===== src/rtl/arb_requester.sv =====
// Requester-side client for the two-way grant arbiter.
// Accepts a burst job from local logic, raises req, issues one beat per
// granted cycle, and drops req for exactly one cycle when the job ends.
//
//   state | meaning
//   ------+-----------------------------------------------------------
//   IDLE  | no job; job_ready=1; grant is ignored
//   REQ   | req=1, waiting for grant; wait counter bounds the wait
//   XFER  | req=1, granted; one beat per cycle while grant stays high
//   REL   | req=0 for one cycle; done (or err on timeout) pulses here
module arb_requester #(
  parameter int LEN_W   = 4,
  parameter int TIMEOUT = 8,
  parameter int TO_W    = 4
) (
  input  logic             clock,
  input  logic             reset_n,
  input  logic             job_valid,
  input  logic [LEN_W-1:0] job_len,
  output logic             job_ready,
  output logic             req,
  input  logic             grant,
  output logic             beat_valid,
  output logic [LEN_W-1:0] beat_cnt,
  output logic             done,
  output logic             err
);

  typedef enum logic [1:0] {
    IDLE = 2'd0,
    REQ  = 2'd1,
    XFER = 2'd2,
    REL  = 2'd3
  } state_t;

  state_t           state;
  logic [LEN_W-1:0] remaining;
  logic [TO_W-1:0]  wait_cnt;
  logic [TO_W-1:0]  wait_nxt;
  logic             timeout_hit;
  logic             last_beat;

  // Handshake decode and beat qualifier; the remaining!=0 term keeps a
  // stray grant from ever producing a beat outside a live job.
  assign job_ready   = (state == IDLE);
  assign beat_valid  = grant & req & (remaining != '0);
  assign last_beat   = (remaining == LEN_W'(1));
  assign wait_nxt    = wait_cnt + TO_W'(1);
  assign timeout_hit = (TIMEOUT != 0) && (wait_nxt == TO_W'(TIMEOUT));

  // Sequencer: state, request line, counters and completion pulses.
  always_ff @(posedge clock or negedge reset_n) begin
    if (!reset_n) begin
      state     <= IDLE;
      req       <= 1'b0;
      done      <= 1'b0;
      err       <= 1'b0;
      beat_cnt  <= '0;
      remaining <= '0;
      wait_cnt  <= '0;
    end else begin
      done <= 1'b0;
      err  <= 1'b0;
      case (state)
        IDLE: begin
          if (job_valid) begin
            remaining <= job_len;
            beat_cnt  <= '0;
            wait_cnt  <= '0;
            if (job_len != '0) begin
              state <= REQ;
              req   <= 1'b1;
            end else begin
              // Empty job: complete without ever touching the arbiter.
              state <= REL;
              done  <= 1'b1;
            end
          end
        end
        REQ: begin
          // A grant on the timeout edge still wins.
          if (grant) begin
            remaining <= remaining - LEN_W'(1);
            beat_cnt  <= beat_cnt + LEN_W'(1);
            if (last_beat) begin
              state <= REL;
              req   <= 1'b0;
              done  <= 1'b1;
            end else begin
              state <= XFER;
            end
          end else if (timeout_hit) begin
            state <= REL;
            req   <= 1'b0;
            err   <= 1'b1;
          end else begin
            wait_cnt <= wait_nxt;
          end
        end
        XFER: begin
          if (grant) begin
            remaining <= remaining - LEN_W'(1);
            beat_cnt  <= beat_cnt + LEN_W'(1);
            if (last_beat) begin
              state <= REL;
              req   <= 1'b0;
              done  <= 1'b1;
            end
          end else begin
            // Preempted: keep progress and keep requesting, restart the wait.
            state    <= REQ;
            wait_cnt <= '0;
          end
        end
        REL: begin
          state <= IDLE;
        end
        default: begin
          state <= IDLE;
          req   <= 1'b0;
        end
      endcase
    end
  end

endmodule

===== config.mk =====
export PLATFORM = sky130hd
export DESIGN_NAME = arb_requester
export DESIGN_NICKNAME = d
export VERILOG_FILES = /design/src/rtl/arb_requester.sv
export SDC_FILE = /design/constraint.sdc
export NUM_CORES = 1
export LEC_CHECK = 0
export CAP_MARGIN = 5
export CORE_MARGIN = 5
export CORE_UTILIZATION = 57
export CTS_CLUSTER_DIAMETER = 60
export DETAILED_ROUTE_END_ITERATION = 10
export GPL_TIMING_DRIVEN = 0
export PLACE_DENSITY = 0.88
export SYNTH_ARGS = -nofsm -noshare
export SYNTH_HDL_FRONTEND = slang
export SYNTH_SLANG_ARGS = --single-unit

===== constraint.sdc =====
create_clock -name clock -period 2.57 [get_ports clock]
set_input_delay 0.771 -clock clock [delete_from_list [all_inputs] [get_ports clock]]
set_output_delay 0.771 -clock clock [all_outputs]
set_load 0.02 [all_outputs]

=== Word level (Yosys, flattened, before mapping) ===
Index checks and enable logic that the tools add are counted.

* $add $sub $neg: 3
* Equal/unequal tests: 14
* Mux-type cells: 33
* Bitwise gates (word level): 2
* Reduce and logical (&&, ||, !) cells: 10

{| class="wikitable"
|+ Operator list
! cell !! number
|-
| $mux 4 || 7
|-
| $pmux 4 s2 || 2
|-
| $mux 1 || 14
|-
| $mux 2 || 6
|-
| $pmux 4 s3 || 1
|-
| $ne 2x2->1 const B || 5
|-
| $reduce_and 5->1 || 2
|-
| $add 4x1->4 const B || 2
|-
| $pmux 2 s4 || 1
|-
| $reduce_bool 4->1 || 2
|-
| $ne 3x3->1 const B || 2
|-
| $reduce_and 3->1 || 2
|-
| $eq 2x2->1 const B || 2
|-
| $eq 4x1->1 const B || 1
|-
| $eq 4x4->1 const B || 1
|-
| $ne 2x1->1 const B || 2
|-
| $sub 4x1->4 const B || 1
|-
| $pmux 1 s3 || 1
|-
| $reduce_bool 3->1 || 1
|-
| $and 1x1->1 || 2
|-
| $eq 2x1->1 const B || 1
|-
| $logic_not 2->1 || 1
|-
| $pmux 1 s2 || 1
|-
| $reduce_bool 2->1 || 1
|-
| $reduce_or 2->1 || 1
|}

* Bits in registers: 17
* Input port bits: 8
* Output and inout port bits: 9

=== Longest topological paths before layout ===
* Word-level depth: 5
* Depth in mapped cells: 8

=== Least setup slack after synthesis ===
OpenSTA, ideal clock, no wires.

* Path kind: input port to output port
* Start point: input port grant
* End point: output port beat_valid
* Arrival time: 1.533 ns
* Data required time: 1.799 ns
* Path slack: 0.266 ns
* Stages: 3
* Path through: buf_6 > inv_1 > a211oi_1

* Longest elaborated chain between the ends: 2

{| class="wikitable"
|+ Ends and longest elaborated chain
! what !! RTL line !! source
|-
| start: declaration || 22 || <nowiki>input logic grant,</nowiki>
|-
| $and 1x1->1 (2 in series) || 46 || <nowiki>assign beat_valid = grant & req & (remaining != '0);</nowiki>
|-
| end: declaration || 23 || <nowiki>output logic beat_valid,</nowiki>
|}

No other way between the ends.

=== Worst setup path after layout ===
* Start point: register state[0]
* End point: output port job_ready

* Longest elaborated chain between the ends: 1

{| class="wikitable"
|+ Ends and longest elaborated chain
! what !! RTL line !! source
|-
| start: declaration || 36 || <nowiki>state_t state;</nowiki>
|-
| start signal: assignment || 54 || <nowiki>state <= IDLE;</nowiki>
|-
| start signal: assignment || 71 || <nowiki>state <= REQ;</nowiki>
|-
| start signal: assignment || 75 || <nowiki>state <= REL;</nowiki>
|-
| $logic_not 2->1 || 45 || <nowiki>assign job_ready = (state == IDLE);</nowiki>
|-
| end: declaration || 20 || <nowiki>output logic job_ready,</nowiki>
|}

No other way between the ends.

==> reports/qor.tcl <==
set qor(synthDominantAreaCellType) {dfrtp_1}
set qor(clkLatencyLatePin_ns) 0.29
set qor(unique_masters_post_synth) 43
set qor(core_area_sq_um) 1962
set qor(die_width_microns) 55.45
set qor(max_clock_freq_mhz) 412.2
set qor(met2WireLength_microns) 1237
set qor(synthesis.area_per_instance_sq_um) 8.852
set qor(maxUsedRoutingLayer) {met4}
set qor(clockRootBuffer) {clkbuf_4}
set qor(yosys.area.top_type_share) 0.3613
set qor(detail_route.drc_violations) 0
set qor(synth_edf_count) 0
set qor(pre_cts_slack_ns) -0.08330
set qor(die_y_microns) 55.45
set qor(globalRouteOverflowTotal) 0
set qor(synth_most_common_cell) {dfrtp_1}
set qor(h_tree_depth) 1
set qor(grt_first_pass_wirelength_microns) 4574
set qor(die_area_sq_um) 3075
set qor(timing.setup.tns_ns) 0
set qor(drt_iter0_markers) 17
set qor(hold_class) {flop to flop}
set qor(crit-reg2reg-capture) {beat_cnt[3]$_DFFE_PN0P_}
set qor(grt_setup_unrepaired) {false}
set qor(holdBufCountCts) 0
set qor(largest_net_degree_at_the_start_of_global_routing) 18
set qor(io_pins) 17
set qor(core.rowCount) 16
set qor(power.ir.vdd_worst_mv) 0.7735
set qor(power.static_leakage_nw) 0.6058
set qor(yosys_most_used_dff) {dfrtp_1}
set qor(numPortBuffers) 15
set qor(synth_common_cells) {dfrtp_1 (17), nand2_1 (12), a21oi_1 (11), nor2_1 (11), o21ai_0 (11)}
set qor(holdPathStages) 2
set qor(synthTopCellsByArea) {dfrtp_1 (36%), ha_1 (9.6%), a21oi_1 (4.7%)}
set qor(timing.hold.worst.start) {remaining[1]$_DFFE_PN0P_}
set qor(tritoncts.num_buffers) 3
set qor(detailroute.via_count) 1056
set qor(powerDensity_nw_per_um2) 1128
set qor(cts_resized) 1
set qor(hold_viol_final) 0
set qor(worst_slew_pin_slew_ns) 0.7989
set qor(min_period_over_period) 0.9439
set qor(worst-r2r-setup-slack_ns) 0.65
set qor(wl_met1_microns) 1137
set qor(vias_per_cell) 5.899
set qor(post_drt_wl_per_cell_microns) 14.17
set qor(post_synth_inst_count) 133
set qor(layout.core_utilization) 0.7066
set qor(detailed_place_hpwl_microns) 1971
set qor(grt_usage) 0.1811
set qor(worst_r2r_path_depth) 8
set qor(antennaDiodeCount) 0
set qor(worst_path_required_ns) 1.80
set qor(critical_path_peak_fanout) 5
set qor(final_critical_path_setup_slack_ns) 0.1441
set qor(start_kind) {flop}
set qor(antenna_found_initial) 0
set qor(cts.reportedPaths.clkPinSlew_ns) 0.10
set qor(detailedRoute.firstPassIterationCount) 4
set qor(postSynth.asyncResetShare) 1.000
set qor(vias_in_the_first_global_route) 1053
set qor(post_cts_setup_buffer_count) 0
set qor(ys_ff_latch) 17
set qor(maxSlewHeadroom) 0.4657
set qor(detailed_route_wire_length_microns) 2537
set qor(gp_congestion) 0.8443
set qor(setup_viol) 0
set qor(maximum_capacitance_violations) 0
set qor(antenna_violating_nets_post_route) 0
set qor(cts_tree) {built}
set qor(regToRegStartpoint) {state[0]$_DFFE_PN0P_}
set qor(yosysSeqAreaShare) 0.3613
set qor(outcome) {complete, no violations}
set qor(whs_endpoint) {remaining[1]$_DFFE_PN0P_}
set qor(mapped_nets) 150
set qor(post_route_cells_drive_above_1_share) 0.09868
set qor(drv_slew) 0
set qor(timing.critical_path.to_type) {output port}
set qor(timing_worst_setup_path_type) {flop to output port}
set qor(yosysWarnings) 0
set qor(wl_met3_microns) 123
set qor(cts_num_sinks) 17
set qor(clockBufferDepth) 2
set qor(crit_arrival_ns) 1.65
set qor(fillCellCount) 173
set qor(areaGrowthSynthToFinish_pct) 17.75
set qor(worst_clock_skew_ns) 0.001944
set qor(final_period_minus_worst_setup_slack_ns) 2.426
set qor(initial_core_util) 0.6001
set qor(synth.cell_area_sq_um) 1177
set qor(nets) 170
## cell type report
type | count | area [sq um] | share of cell area
Clock buffer | 4 | 26.28 | 0.01895
Sequential cell | 17 | 425.4 | 0.3069
Buffer | 4 | 27.53 | 0.01986
Multi-Input combinational cell | 103 | 690.7 | 0.4982
Timing Repair Buffer | 15 | 148.9 | 0.1074
Inverter | 9 | 33.78 | 0.02437
Tap cell | 27 | 33.78 | 0.02437
## worst max-delay path: stages (launching register included)
cell	delay [ns]
dfrtp_1	0.44
inv_1	0.13
ha_1	0.19
clkdlybuf4s50_1	0.61
## worst max-delay path by stage
| stage | from | to | slack (ns) | cells after the start |
|---|---|---|---|---|
| after global placement | grant | beat_valid | -0.08 | 4 |
| after CTS | state[0]$_DFFE_PN0P_ | job_ready | 0.14 | 3 |
| after global routing | state[0]$_DFFE_PN0P_ | job_ready | 0.05 | 3 |
| after detailed placement | grant | beat_valid | -0.08 | 4 |
| final | state[0]$_DFFE_PN0P_ | job_ready | 0.14 | 3 |
| after floorplan | grant | beat_valid | 0.27 | 3 |
## stage by stage
step,instances,area [sq um],hold slack [ns],total power [mW]
finish,179,1386,0.5510,1.564
global route,179,1386,0.5943,1.719
CTS,179,1386,0.5497,1.564
detailed placement,175,1361,0.5285,1.419
global placement,175,1361,0.5017,1.367
floorplan,133,1177,0.4717,1.139
## report_power, final
part	switching (mW)	total, mW	leakage [nW]	internal [mW]
clock network	0.0877	0.148	0.0150	0.0603
logic	0.541	0.942	0.372	0.400
registers	0.108	0.474	0.219	0.366
## logic make-up after synthesis
logic type      count (synthesis)  synth area share
compound gates                 39            0.2157
xor+xnor                        2           0.01488
fa+ha+maj                       9           0.09564
buf+inv                        13           0.05206
flops                          17            0.3613
mux                             4           0.03932
simple gates                   49            0.2210
## metal layers
layer / GRT usage / vias up
li1: - / 518
met3: 0.03730 / 4
met2: 0.2905 / 30
met1: 0.2317 / 504
met5: 0 / -
met4: 0.08333 / 0
## flip-flops by register name, indices dropped and copies added, names as in the netlist
name	flops
err	1
remaining	4
state	2
req	1
beat_cnt	4
done	1
wait_cnt	4
## layout by cell type, fill, tap and decap left out, drive strengths merged, types with 4 or more instances in the layout
cell | netlist | layout
clkbuf | 2 | 6
a21oi | 12 | 12
dfrtp | 17 | 17
nand2 | 13 | 13
nor2 | 11 | 11
clkdlybuf4s50 | 0 | 14
o21ai | 13 | 13
ha | 9 | 9
nor3 | 4 | 4
nand3 | 5 | 5
inv | 9 | 9
Power figures use the tool's default switching activity.
